<file path="config.mk">
export PLATFORM = sky130hd
export DESIGN_NAME = hardwired_control_unit
export DESIGN_NICKNAME = d
export VERILOG_FILES = /design/src/rtl/cu_pkg.sv /design/src/rtl/cu_decoder.sv /design/src/rtl/hardwired_control_unit.sv
export SDC_FILE = /design/constraint.sdc
export NUM_CORES = 1
export LEC_CHECK = 0
export BUFFER_PORTS_ARGS = -buffer_cell sky130_fd_sc_hd__buf_2
export CORE_MARGIN = 1
export CORE_UTILIZATION = 38
export CTS_BUF_LIST = sky130_fd_sc_hd__clkbuf_8
export CTS_CLUSTER_SIZE = 25
export DETAILED_ROUTE_END_ITERATION = 8
export PLACE_DENSITY = 0.84
export SLEW_MARGIN = 0
export SYNTH_ARGS = -nofsm -noshare
export SYNTH_HDL_FRONTEND = slang
export SYNTH_SLANG_ARGS = --single-unit
</file>
<file path="constraint.sdc">
create_clock -name Clock -period 2.3 [get_ports Clock]
set_input_delay 0.46 -clock Clock [delete_from_list [all_inputs] [get_ports Clock]]
set_output_delay 0.46 -clock Clock [all_outputs]
set_load 0.01 [all_outputs]
</file>
<file path="src/rtl/cu_pkg.sv">
// rtl/cu_pkg.sv - shared encodings, control word and helpers for the hardwired control unit
package cu_pkg;

  typedef logic [2:0] cuState;
  localparam cuState FETCH_L = 3'd0;
  localparam cuState FETCH_H = 3'd1;
  localparam cuState EXEC1   = 3'd2;
  localparam cuState EXEC2   = 3'd3;
  localparam cuState HALT    = 3'd7;

  localparam logic [5:0] OP_BRA  = 6'h00;
  localparam logic [5:0] OP_BEQ  = 6'h01;
  localparam logic [5:0] OP_INC  = 6'h02;
  localparam logic [5:0] OP_DEC  = 6'h03;
  localparam logic [5:0] OP_MOVL = 6'h04;
  localparam logic [5:0] OP_ADD  = 6'h06;
  localparam logic [5:0] OP_SUB  = 6'h07;
  localparam logic [5:0] OP_AND  = 6'h08;
  localparam logic [5:0] OP_ORR  = 6'h09;
  localparam logic [5:0] OP_XOR  = 6'h0A;
  localparam logic [5:0] OP_LD   = 6'h0B;
  localparam logic [5:0] OP_ST   = 6'h0C;
  localparam logic [5:0] OP_HLT  = 6'h0D;

  localparam logic [2:0] FUN_DEC           = 3'b000;
  localparam logic [2:0] FUN_INC           = 3'b001;
  localparam logic [2:0] FUN_LOAD          = 3'b010;
  localparam logic [2:0] FUN_CLR_WRITE_LOW = 3'b100;

  localparam logic [4:0] ALU_PASS_A = 5'b10000;
  localparam logic [4:0] ALU_ADD    = 5'b10100;
  localparam logic [4:0] ALU_SUB    = 5'b10110;
  localparam logic [4:0] ALU_AND    = 5'b10111;
  localparam logic [4:0] ALU_ORR    = 5'b11000;
  localparam logic [4:0] ALU_XOR    = 5'b11001;

  localparam logic [2:0] SEL_S1     = 3'b100;
  localparam logic [3:0] SCR_EN_S1  = 4'b0111;
  localparam logic [1:0] ARF_OUT_PC = 2'b00;
  localparam logic [1:0] ARF_OUT_AR = 2'b10;
  localparam logic [2:0] ARF_EN_PC  = 3'b011;
  localparam logic [1:0] MUX_ALU    = 2'b00;
  localparam logic [1:0] MUX_MEM    = 2'b10;
  localparam logic [1:0] MUX_IR     = 2'b11;

  typedef struct packed {
    logic [2:0] rfOutASel;
    logic [2:0] rfOutBSel;
    logic [2:0] rfFunSel;
    logic [3:0] rfRegSel;
    logic [3:0] rfScrSel;
    logic [4:0] aluFunSel;
    logic       aluWf;
    logic [1:0] arfOutCSel;
    logic [1:0] arfOutDSel;
    logic [2:0] arfFunSel;
    logic [2:0] arfRegSel;
    logic       irLh;
    logic       irWrite;
    logic       memWr;
    logic       memCs;
    logic [1:0] muxASel;
    logic [1:0] muxBSel;
    logic       muxCSel;
    logic       halted;
    logic       illegal;
  } controlWord;

  function automatic controlWord idleWord();
    controlWord w;
    w = '0;
    w.rfRegSel  = 4'hF;
    w.rfScrSel  = 4'hF;
    w.arfRegSel = 3'h7;
    w.memCs     = 1'b1;
    return w;
  endfunction

  // R1..R4 sit at 100..111 on the register-file output muxes
  function automatic logic [2:0] rfOutSel(input logic [1:0] r);
    return {1'b1, r};
  endfunction

  // Active-low enable, R1 in the MSB
  function automatic logic [3:0] regEnLow(input logic [1:0] r);
    return ~(4'b1000 >> r);
  endfunction

  function automatic logic [4:0] aluCode(input logic [5:0] op);
    logic [4:0] code;
    code = ALU_ADD;
    case (op)
      OP_SUB:  code = ALU_SUB;
      OP_AND:  code = ALU_AND;
      OP_ORR:  code = ALU_ORR;
      OP_XOR:  code = ALU_XOR;
      default: code = ALU_ADD;
    endcase
    return code;
  endfunction

endpackage

</file>
<file path="src/rtl/cu_decoder.sv">
// rtl/cu_decoder.sv - combinational decode of state, IROut and flags into the datapath control word
module cu_decoder
  import cu_pkg::*;
(
  input  logic [15:0] IROut,
  input  logic [2:0]  state,
  input  logic [3:0]  Flags,
  output controlWord  ctrl
);

  logic [5:0] opcode;
  logic [1:0] rsel, src1, src2;
  logic       unusedBits;

  assign opcode     = IROut[15:10];
  assign rsel       = IROut[9:8];
  assign src1       = IROut[7:6];
  assign src2       = IROut[5:4];
  assign unusedBits = ^{IROut[3:0], Flags[2:0]};

  always_comb begin
    ctrl = idleWord();
    case (state)
      FETCH_L, FETCH_H: begin
        ctrl.arfOutDSel = ARF_OUT_PC;
        ctrl.memCs      = 1'b0;
        ctrl.irWrite    = 1'b1;
        ctrl.irLh       = (state == FETCH_H);
        ctrl.arfFunSel  = FUN_INC;
        ctrl.arfRegSel  = ARF_EN_PC;
      end
      EXEC1: begin
        case (opcode)
          OP_BRA, OP_BEQ: begin
            // Untaken BEQ falls through with no writes at all
            if (opcode == OP_BRA || Flags[3]) begin
              ctrl.muxASel  = MUX_IR;
              ctrl.rfFunSel = FUN_CLR_WRITE_LOW;
              ctrl.rfScrSel = SCR_EN_S1;
            end
          end
          OP_INC, OP_DEC: begin
            ctrl.rfFunSel = (opcode == OP_INC) ? FUN_INC : FUN_DEC;
            ctrl.rfRegSel = regEnLow(rsel);
          end
          OP_MOVL: begin
            ctrl.muxASel  = MUX_IR;
            ctrl.rfFunSel = FUN_CLR_WRITE_LOW;
            ctrl.rfRegSel = regEnLow(rsel);
          end
          OP_ADD, OP_SUB, OP_AND, OP_ORR, OP_XOR: begin
            ctrl.rfOutASel = rfOutSel(src1);
            ctrl.rfOutBSel = rfOutSel(src2);
            ctrl.aluFunSel = aluCode(opcode);
            ctrl.aluWf     = 1'b1;
            ctrl.muxASel   = MUX_ALU;
            ctrl.rfFunSel  = FUN_LOAD;
            ctrl.rfRegSel  = regEnLow(rsel);
          end
          OP_LD: begin
            ctrl.arfOutDSel = ARF_OUT_AR;
            ctrl.memCs      = 1'b0;
            ctrl.muxASel    = MUX_MEM;
            ctrl.rfFunSel   = FUN_CLR_WRITE_LOW;
            ctrl.rfRegSel   = regEnLow(rsel);
          end
          OP_ST: begin
            ctrl.rfOutASel  = rfOutSel(rsel);
            ctrl.aluFunSel  = ALU_PASS_A;
            ctrl.muxCSel    = 1'b0;
            ctrl.arfOutDSel = ARF_OUT_AR;
            ctrl.memCs      = 1'b0;
            ctrl.memWr      = 1'b1;
          end
          OP_HLT: ;
          default: ctrl.illegal = 1'b1;
        endcase
      end
      EXEC2: begin
        ctrl.rfOutASel = SEL_S1;
        ctrl.aluFunSel = ALU_PASS_A;
        ctrl.muxBSel   = MUX_ALU;
        ctrl.arfFunSel = FUN_LOAD;
        ctrl.arfRegSel = ARF_EN_PC;
      end
      HALT:    ctrl.halted = 1'b1;
      default: ;
    endcase
  end

endmodule

</file>
<file path="src/rtl/hardwired_control_unit.sv">
// rtl/hardwired_control_unit.sv - fetch/execute sequencer driving the ArithmeticLogicUnitSystem datapath
module hardwired_control_unit
  import cu_pkg::*;
(
  input  logic        Clock,
  input  logic        Reset,
  input  logic [15:0] IROut,
  input  logic [3:0]  Flags,
  output logic [2:0]  RF_OutASel,
  output logic [2:0]  RF_OutBSel,
  output logic [2:0]  RF_FunSel,
  output logic [3:0]  RF_RegSel,
  output logic [3:0]  RF_ScrSel,
  output logic [4:0]  ALU_FunSel,
  output logic        ALU_WF,
  output logic [1:0]  ARF_OutCSel,
  output logic [1:0]  ARF_OutDSel,
  output logic [2:0]  ARF_FunSel,
  output logic [2:0]  ARF_RegSel,
  output logic        IR_LH,
  output logic        IR_Write,
  output logic        Mem_WR,
  output logic        Mem_CS,
  output logic [1:0]  MuxASel,
  output logic [1:0]  MuxBSel,
  output logic        MuxCSel,
  output logic [2:0]  SC,
  output logic        Halted,
  output logic        Illegal
);

  cuState     state, nextState;
  controlWord ctrl, word;
  logic [5:0] opcode;

  assign opcode = IROut[15:10];

  cu_decoder uDecoder (
    .IROut (IROut),
    .state (state),
    .Flags (Flags),
    .ctrl  (ctrl)
  );

  always_comb begin
    nextState = FETCH_L;
    case (state)
      FETCH_L: nextState = FETCH_H;
      FETCH_H: nextState = EXEC1;
      EXEC1: begin
        if (opcode == OP_BRA || (opcode == OP_BEQ && Flags[3]))
          nextState = EXEC2;
        else if (opcode == OP_HLT)
          nextState = HALT;
      end
      EXEC2:   nextState = FETCH_L;
      HALT:    nextState = HALT;
      default: nextState = FETCH_L;
    endcase
  end

  always_ff @(posedge Clock or posedge Reset) begin
    if (Reset) state <= FETCH_L;
    else       state <= nextState;
  end

  // Gate with Reset so controls drop in the same instant the state is forced
  assign word = Reset ? idleWord() : ctrl;

  assign RF_OutASel  = word.rfOutASel;
  assign RF_OutBSel  = word.rfOutBSel;
  assign RF_FunSel   = word.rfFunSel;
  assign RF_RegSel   = word.rfRegSel;
  assign RF_ScrSel   = word.rfScrSel;
  assign ALU_FunSel  = word.aluFunSel;
  assign ALU_WF      = word.aluWf;
  assign ARF_OutCSel = word.arfOutCSel;
  assign ARF_OutDSel = word.arfOutDSel;
  assign ARF_FunSel  = word.arfFunSel;
  assign ARF_RegSel  = word.arfRegSel;
  assign IR_LH       = word.irLh;
  assign IR_Write    = word.irWrite;
  assign Mem_WR      = word.memWr;
  assign Mem_CS      = word.memCs;
  assign MuxASel     = word.muxASel;
  assign MuxBSel     = word.muxBSel;
  assign MuxCSel     = word.muxCSel;
  assign SC          = state;
  assign Halted      = word.halted;
  assign Illegal     = word.illegal;

endmodule

</file>
Yosys cells after proc, flatten, opt, wreduce, memory -nomap -nowiden
Index checks and enable logic that the tools add are counted.

storage, ports and cells
  bits in registers = 3
  input bits = 22
  logic and storage cells = 65

operators by class
  equality and inequality tests = 16
  shift-type cells = 1
  mux-type cells = 33
  bitwise logic cells = 1
  reductions and logical operators = 13

operators with widths
  operator                                           count
  2-to-1 mux 44 bit                                  1
  == test 6 x 4 -> 1 bit (second input constant)     6
  case mux 5 bit (2 select lines)                    3
  case mux 3 bit (4 select lines)                    2
  == test 6 x 3 -> 1 bit (second input constant)     3
  case mux 4 bit (4 select lines)                    1
  2-to-1 mux 14 bit                                  1
  OR reduction 13 bit                                1
  == test 6 x 2 -> 1 bit (second input constant)     2
  2-to-1 mux 3 bit                                   4
  2-to-1 mux 4 bit                                   3
  case mux 3 bit (2 select lines)                    2
  2-to-1 mux 2 bit                                   5
  OR reduction 2 bit                                 5
  2-to-1 mux 1 bit                                   9
  OR reduction 9 bit                                 1
  == test 3 x 2 -> 1 bit (second input constant)     2
  == test 6 x 1 -> 1 bit (second input constant)     1
  zero test 6 bit                                    1
  case mux 2 bit (3 select lines)                    1
  OR reduction 5 bit                                 1
  inverter 4 bit                                     1
  right shift 4 x 2 -> 4 bit (first input constant)  1
  == test 3 x 1 -> 1 bit (second input constant)     1
  other kinds (5)                                    6

Depth between registers and ports, before layout
Gate-level depths: netlist of run 1.

  depth in word-level cells = 6
  gate-level depth with buffers = 7
  mapped depth without buffers = 4

Cells and area by module
A second synthesis of run 1 with hierarchy kept.

unflattened totals
  cells, all modules = 151
  area total of the unflattened synthesis = 1068.5 um^2

by module, submodules not included
  module                  instances  cells each  area an instance (um^2)
  cu_decoder              1          87          598.1
  hardwired_control_unit  1          64          470.5

Worst setup path before layout of run 1
Ideal clock, no wire load.

  path type = reg-to-output
  start = register state[0], in the netlist SC[0]
  end = output port RF_OutASel[2]
  arrival time = 1.870 ns
  data required time = 1.840 ns
  path slack = -0.030 ns
  cell stages (with the launch flop) = 8
  path buffers = 3
  path through = dfrtp_1 -> buf_6 -> or4b_1 -> buf_2 -> nor2_1 -> o21ai_0 -> nand2b_1 -> buf_4

on the way
  cells in the longest elaborated chain, start to end = 3
  elaborated cells between the ends (all ways) = 4
  those cells by class = 2 x eq/ne; 2 x mux

ends and longest elaborated chain
  element                            RTL line                      RTL
  start, declared                    hardwired_control_unit.sv:32  cuState state, nextState;
  start signal, assigned             hardwired_control_unit.sv:64  else state <= nextState;
  == test 3 x 2 -> 1 bit             cu_decoder.sv:23              case (state)
  case mux 3 bit (2 select lines) *  cu_decoder.sv:23
  2-to-1 mux 44 bit *                hardwired_control_unit.sv:68  assign word = Reset ? idleWord() : ctrl;
  end, declared                      hardwired_control_unit.sv:9   output logic [2:0] RF_OutASel,

Every way passes the cells marked *; elsewhere a longest branch is shown, timed or not.

Worst setup path after layout of run 1
  start = register state[2], in the netlist SC[2]
  end = output port RF_ScrSel[3]

on the way
  cells in the longest elaborated chain, start to end = 3

ends and longest elaborated chain
  element                 RTL line                      RTL
  == test 3 x 2 -> 1 bit  cu_decoder.sv:23
  2-to-1 mux 14 bit       cu_decoder.sv:23
  2-to-1 mux 44 bit       hardwired_control_unit.sv:68
  end, declared           hardwired_control_unit.sv:13  output logic [3:0] RF_ScrSel,

Every way passes these cells.

==> results of run 1 <==
-- cells in the final DEF (no fill, tap or decap), drive strengths merged --
cell	Yosys	layout
clkbuf	7	3
or4	2	2
nor4	3	3
conb	2	12
nor2b	1	1
and3	3	3
buf	19	61
nand2b	3	3
nand3	2	2
xnor2	2	2
a22oi	2	2
o21ai	8	8
or4b	2	2
nand4b	2	2
inv	3	4
or3	2	2
nor4b	1	1
nand2	11	11
nor2	9	9
nor3b	3	3
o31ai	1	1
a21boi	1	1
and2	4	4
a21oi	6	6
dfrtp	3	3
nand4	1	1
nor3	7	7
nand3b	1	1
a31oi	1	1
or2	2	2
-- area by class of cell --
cell class / instances / area share
clock buffers: 3 / 0.0394
clock inverters: 1 / 0.00358
inverters: 3 / 0.0107
multi-input cells: 92 / 0.521
flip-flops and latches: 3 / 0.0716
well taps: 25 / 0.0298
repair buffers: 61 / 0.323
-- critical path: cells and delay by family (launching register included) --
| family | cells | cell delay (ns) |
|---|---|---|
| buf+inv | 2 | 0.30 |
| flops | 1 | 0.37 |
| simple gates | 2 | 0.92 |
-- routing by layer --
metal / up-vias / global-route usage / routed length, um / share of wire
met5: - / 0 / 0 / 0
met4: 0 / 0.135 / 73 / 0.035
met3: 6 / 0.0118 / 174 / 0.085
met2: 61 / 0.350 / 1020 / 0.49
met1: 419 / 0.207 / 793 / 0.39
li1: 468 / - / - / -
-- repair_timing --
| action | CTS | global route |
|---|---|---|
| resized for setup | 4 | 2 |
| pin swaps | 0 | 1 |
| setup endpoints to repair | 10 | 4 |
| buffers inserted | 0 | 1 |
| cloned | 0 | 0 |
| hold buffers | 0 | 0 |
-- through the flow --
stage / hold WS [ns] / instances
floorplan: 0.214 / 124
global placement: 0.469 / 183
detailed placement: 0.482 / 183
CTS: 0.251 / 187
global route: 0.266 / 188
finish: 0.251 / 188
-- final timing paths --
| kind | to | slack [ns] | cells after the start |
|---|---|---|---|
| max | RF_ScrSel[3] | 0.03 | 4 |
| min | SC[1] | 0.25 | 3 |
| max reg2reg | SC[0] | 1.34 | 3 |
| min reg2reg | SC[0] | 0.62 | 2 |
| max in group asynchronous | SC[0] | 1.91 | 3 |
| min in group Clock | SC[0] | 0.62 | 2 |
-- where the power goes --
group / switching (mW) / internal, mW / total, mW
Sequential: 0.00741 / 0.0700 / 0.0774
Combinational: 0.181 / 0.144 / 0.325
Clock: 0.0384 / 0.114 / 0.152
Total: 0.226 / 0.328 / 0.555
-- kinds of logic after synthesis --
kind of cell              share of synthesized area
buffers and inverters                         0.247
xor gates and xnor gates                     0.0233
and+or+nand+nor                               0.478
DFF                                          0.0997
AOI/OAI and AO/OA                             0.141
other                                       0.00997
==> results.ini, run 1 <==
[clock_network]
clock-sinks=3
clkTransAtPathRegs_ns=0.03
tritoncts.num_buffers=3
cts_tree=done
root_buffer=clkbuf_8
clk_latency_ns=0.22
cts_buffer_depth=2
h-tree-depth=1

[floorplan]
io_pins=69
die_h_um=46.5
row_count=15
die_w_um=46.5
coreArea_sq_mm=0.00178
dieArea_sq_mm=0.00216
start_util=0.422

[cells_and_area]
final_layout_size_suffix_gt1_frac=0.454
largest_register_ffs=3
area_delta_synth_final_pct=39.2
fin_util=0.588
multi_input_area_sq_um=547
layout.area.seq_sq_um=75.1
fin_nets=186
n_antenna_cell=0
fill_cells=168
fin_area_sq_mm=0.00105

[synthesis]
syn_area_per_cell_sq_um=6.61
synthFlopType=dfrtp_1
yosys.area.top_type=buf_4
synth_edf_count=0
synth_top_cell_area_share=0.159
synthDistinctLibCells=37
ys_ff_latch=3
synth_area_leaders=buf_4 16%, dfrtp_1 10%, nand2_1 5.5%
synthesis.area_sq_um=753
yosysWarnings=0
yosysMostFrequentCell=buf_4
syn_inst=114
async_flop_share=1.00
yosysSeqAreaShare=0.0997
synth_common_cells=16 x buf_4, 11 x nand2_1, 9 x nor2_1, 8 x o21ai_0

[worst_setup_path]
worstPathRequired_ns=1.84
cp.arrival_ns=1.81
crit_path_max_fanout=4
critPathLaunch=SC[2]
slowest_delay_ns=0.52
setup.worst_path.class=reg2out
slowest_stage=or4b_4
end_kind=output port
start_kind=register
r2r-start=SC[1]
crit_chain=or4b_4 > buf_6 > or4_1 > buf_2

[detailed_routing]
avgRoutedWirePerCell_um=10.9
finalWirelength_mm=2.06
drt-initial-drc-count=13
antenna_left=0
first_pass_iters=4
vias=954
drc=0
vias_per_cell=5.07

[sta]
rsz0062_at_grt=yes
fin_tns_setup_ns=0
period_needed_ns=2.27
worst_slew_pin_slew_ns=0.493
drv_slew=0
fin_ws_ns=0.0333
skew_ns=0.00742
post-route-period-util=0.986
fmax_mhz=441
setup_viol=0
slew_headroom=0.669
hold_violations=0

[global_routing]
grt_max_degree=18
grt_overflow=0
antenna_found_initial=0
grt_usage=0.193
grt_pass1_wl_mm=2.97
grt_pass1_vias=746

[placed_design]
place_ws_ns=-0.0131
portBuffers=49
dp_hpwl_mm=1.64
finalWeightedCongestion=0.795
dpl_cell_area_sq_um=977

[flow_run]
drv_cap=0

[run_status]
status=completed

[power]
p_leak_nw=0.541
power_density_mw_per_mm2=529
p_total_uw=555
ir_worst_vdd_v=0.000462

[hold_path]
holdCritPathClass=in2async

No activity file was read; power rests on OpenSTA's default activity.
==> run 2, diff against run 1 <==
==> constraint.sdc (replaced) <==
create_clock -name Clock -period 2.3 [get_ports Clock]
set_input_delay 0.46 -clock Clock [delete_from_list [all_inputs] [get_ports Clock]]
set_output_delay 0.46 -clock Clock [all_outputs]
set_load 0.1 [all_outputs]
==> run 2 against run 1 <==
The flow now stops in clock tree synthesis (4_1_cts). Synthesized area unchanged. Synthesized cell count unchanged.
==> results.ini, run 2 <==
[clock_network]
clock-sinks=3
cts_buffer_depth=2
h-tree-depth=1
hold_buffers=0
cts_resized=34
tritoncts.num_buffers=3
cts_setup_buffers=2
root_buffer=clkbuf_8

[synthesis]
ys_ff_latch=3
yosysSeqAreaShare=0.0997
async_flop_share=1.00
syn_area_per_cell_sq_um=6.61
synthFlopType=dfrtp_1
synth_edf_count=0
synth_area_leaders=buf_4 16%, dfrtp_1 10%, nand2_1 5.5%
yosysMostFrequentCell=buf_4
synthesis.area_sq_um=753
synth_top_cell_area_share=0.159
synth_common_cells=16 x buf_4, 11 x nand2_1, 9 x nor2_1, 8 x o21ai_0
synthDistinctLibCells=37
yosys.area.top_type=buf_4
yosysWarnings=0
syn_inst=114

[placed_design]
finalWeightedCongestion=0.814
dpl_cell_area_sq_mm=0.00157
portBuffers=49
dp_hpwl_mm=2.58

[run_status]
stop_error=[ERROR DPL-0033] detailed placement checks failed during check placement.
status=stopped before the end
failed_stage=clock tree synthesis (4_1_cts)

[floorplan]
io_pins=69
row_count=15
die_h_um=46.5
start_util=0.422
die_w_um=46.5

-- run 2: cell counts after synthesis --
Identical to the previous run, type by type.
-- run 2: metrics by stage --
step	worst slack, ns	util	cells	setup TNS, ns
2_1_floorplan	-0.918	-	124	-16.33
3_5_place_dp	-0.275	0.881	196	-2.80
3_3_place_gp	-0.192	0.881	196	-1.59
-- run 2: cells by family after synthesis --
| kind of cell | after synthesis | share of synthesized area |
|---|---|---|
| AOI/OAI and AO/OA | 19 | 0.141 |
| xor gates and xnor gates | 2 | 0.0233 |
| buffers and inverters | 29 | 0.247 |
| DFF | 3 | 0.0997 |
| other | 2 | 0.00997 |
| and+or+nand+nor | 59 | 0.478 |
==> run 3, diff against run 2 <==
--- a/config.mk
+++ b/config.mk
@@ -6,12 +6,10 @@
 export NUM_CORES = 1
 export LEC_CHECK = 0
 export BUFFER_PORTS_ARGS = -buffer_cell sky130_fd_sc_hd__buf_2
-export CORE_MARGIN = 1
-export CORE_UTILIZATION = 38
-export CTS_BUF_LIST = sky130_fd_sc_hd__clkbuf_8
-export CTS_CLUSTER_SIZE = 25
+export CORE_AREA = 2 2 63 65
 export DETAILED_ROUTE_END_ITERATION = 8
-export PLACE_DENSITY = 0.84
+export DIE_AREA = 0 0 65 67
+export PLACE_DENSITY_LB_ADDON = 0.15
 export SLEW_MARGIN = 0
 export SYNTH_ARGS = -nofsm -noshare
 export SYNTH_HDL_FRONTEND = slang
==> run 3 against run 2 <==
The flow now finishes, with violations (negative setup slack).
==> results.ini, run 3 (synthesis results as in run 1) <==
[power]
power_switching_uw=773
sw_frac_of_total=0.616
power_density_mw_per_mm2=693
p_total_mw=1.25
p_int_uw=482
p_comb_frac=0.810
seq_power_share=0.070
ir_worst_vdd_v=0.000311
p_clk_frac=0.120
p_leak_nw=0.750

[detailed_routing]
vias_per_cell=4.31
avgRoutedWirePerCell_um=11.7
antenna_left=0
vias=969
first_pass_iters=4
drt-initial-drc-count=21
drc=0
finalWirelength_mm=2.64

[clock_network]
clkTransAtPathRegs_ns=0.03
clk_latency_ns=0.21
cts_tree=done
tritoncts.num_buffers=3
cts_buffer_depth=2
clock-sinks=3
root_buffer=clkbuf_8
h-tree-depth=1

[floorplan]
die_w_um=65
dieArea_sq_mm=0.00436
start_util=0.209
coreArea_sq_mm=0.00361
die_h_um=67
io_pins=69
row_count=22

[global_routing]
antenna_found_initial=0
grt_usage=0.124
grt_overflow=0
grt_pass1_vias=987
grt_max_degree=18
grt_pass1_wl_mm=4.39

[worst_setup_path]
setup.worst_path.class=reg2out
worstPathRequired_ns=1.84
critPathLaunch=SC[2]
cp.arrival_ns=1.98
reg2reg_depth=3
r2r-start=SC[1]
start_kind=register
crit_path_max_fanout=5
end_kind=output port

[cells_and_area]
fin_nets=200
fin_util=0.502
final_layout_size_suffix_gt1_frac=0.655
area_delta_synth_final_pct=140
largest_register_ffs=3
final_cell_mix=24 x buf_12, 21 x buf_2, 20 x buf_4
n_antenna_cell=0
final_common_cell=buf_12

[flow_run]
drv_cap=0

[sta]
whs_ns=0.291
fin_ws_ns=-0.139
skew_ns=0.00327
drv_slew=0
fmax_mhz=410
hold_violations=0
setup_viol=21
slew_headroom=0.597
rsz0062_at_grt=yes
worst_slew_pin_slew_ns=0.599
post-route-period-util=1.06
period_needed_ns=2.44

[placed_design]
portBuffers=49
finalWeightedCongestion=0.783
dp_hpwl_mm=2.09

[run_status]
status=finished, violations left
violations=negative setup slack

[hold_path]
holdCritPathClass=in2async

## run 3: final cells by class
cell class | instances | area [sq um]
multi-input combinational | 92 | 751
timing repair buffer | 75 | 856
tap | 48 | 60.1
fill | 333 | 1800
sequential | 3 | 86.3
clock buffer | 4 | 45.0
inverter | 3 | 11.3
## run 3: repair_timing
| item | 4_1_cts | 5_1_grt |
|---|---|---|
| gates resized for setup | 29 | 11 |
| buffers inserted | 2 | 0 |
| endpoints found under the hold margin | 0 | 0 |
| endpoints found under the setup margin | 25 | 25 |
| pin swaps | 6 | 4 |
| hold buffers | 0 | 0 |
## run 3: worst paths after layout
| check | end | slack [ns] |
|---|---|---|
| max in group asynchronous | SC[2] | 1.86 |
| hold reg to reg | SC[1] | 0.69 |
| hold / removal | SC[1] | 0.29 |
| setup reg to reg | SC[0] | 1.18 |
| min in group Clock | SC[1] | 0.69 |
| setup / recovery | ALU_FunSel[0] | -0.14 |
## run 3: power by group through the flow
stage	combinational, mW	clock (mW)	sequential (mW)
2_1_floorplan	0.679	0	0.216
3_3_place_gp	0.970	0	0.0867
3_5_place_dp	0.979	0	0.0876
4_1_cts	1.01	0.154	0.0877
6_report	1.02	0.150	0.0876
5_1_grt	1.06	0.160	0.0902
## run 3: critical path, cell delays in order (launching register included)
cell and delay (ns):
dfrtp_4 0.46, or4b_4 0.53, or2_4 0.29, buf_6 0.14
nor3_4 0.14, buf_12 0.20
## run 3: stage by stage
| step | instances | setup TNS, ns | setup WS, ns | area (sq um) |
|---|---|---|---|---|
| 2_1_floorplan | 124 | -16.33 | -0.918 | 995 |
| 3_3_place_gp | 219 | -3.10 | -0.205 | 1600 |
| 3_5_place_dp | 219 | -3.10 | -0.200 | 1600 |
| 4_1_cts | 225 | -2.46 | -0.157 | 1760 |
| 5_1_grt | 225 | -3.43 | -0.201 | 1810 |
| 6_report | 225 | -2.28 | -0.139 | 1810 |
## run 3: per-layer routing
layer  share of wire  vias to the layer above  GRT usage
met4          0.0053                        0     0.0239
met3           0.057                        2     0.0220
li1                -                      491          -
met2            0.52                       38      0.231
met5               0                        -          0
met1            0.42                      438      0.147
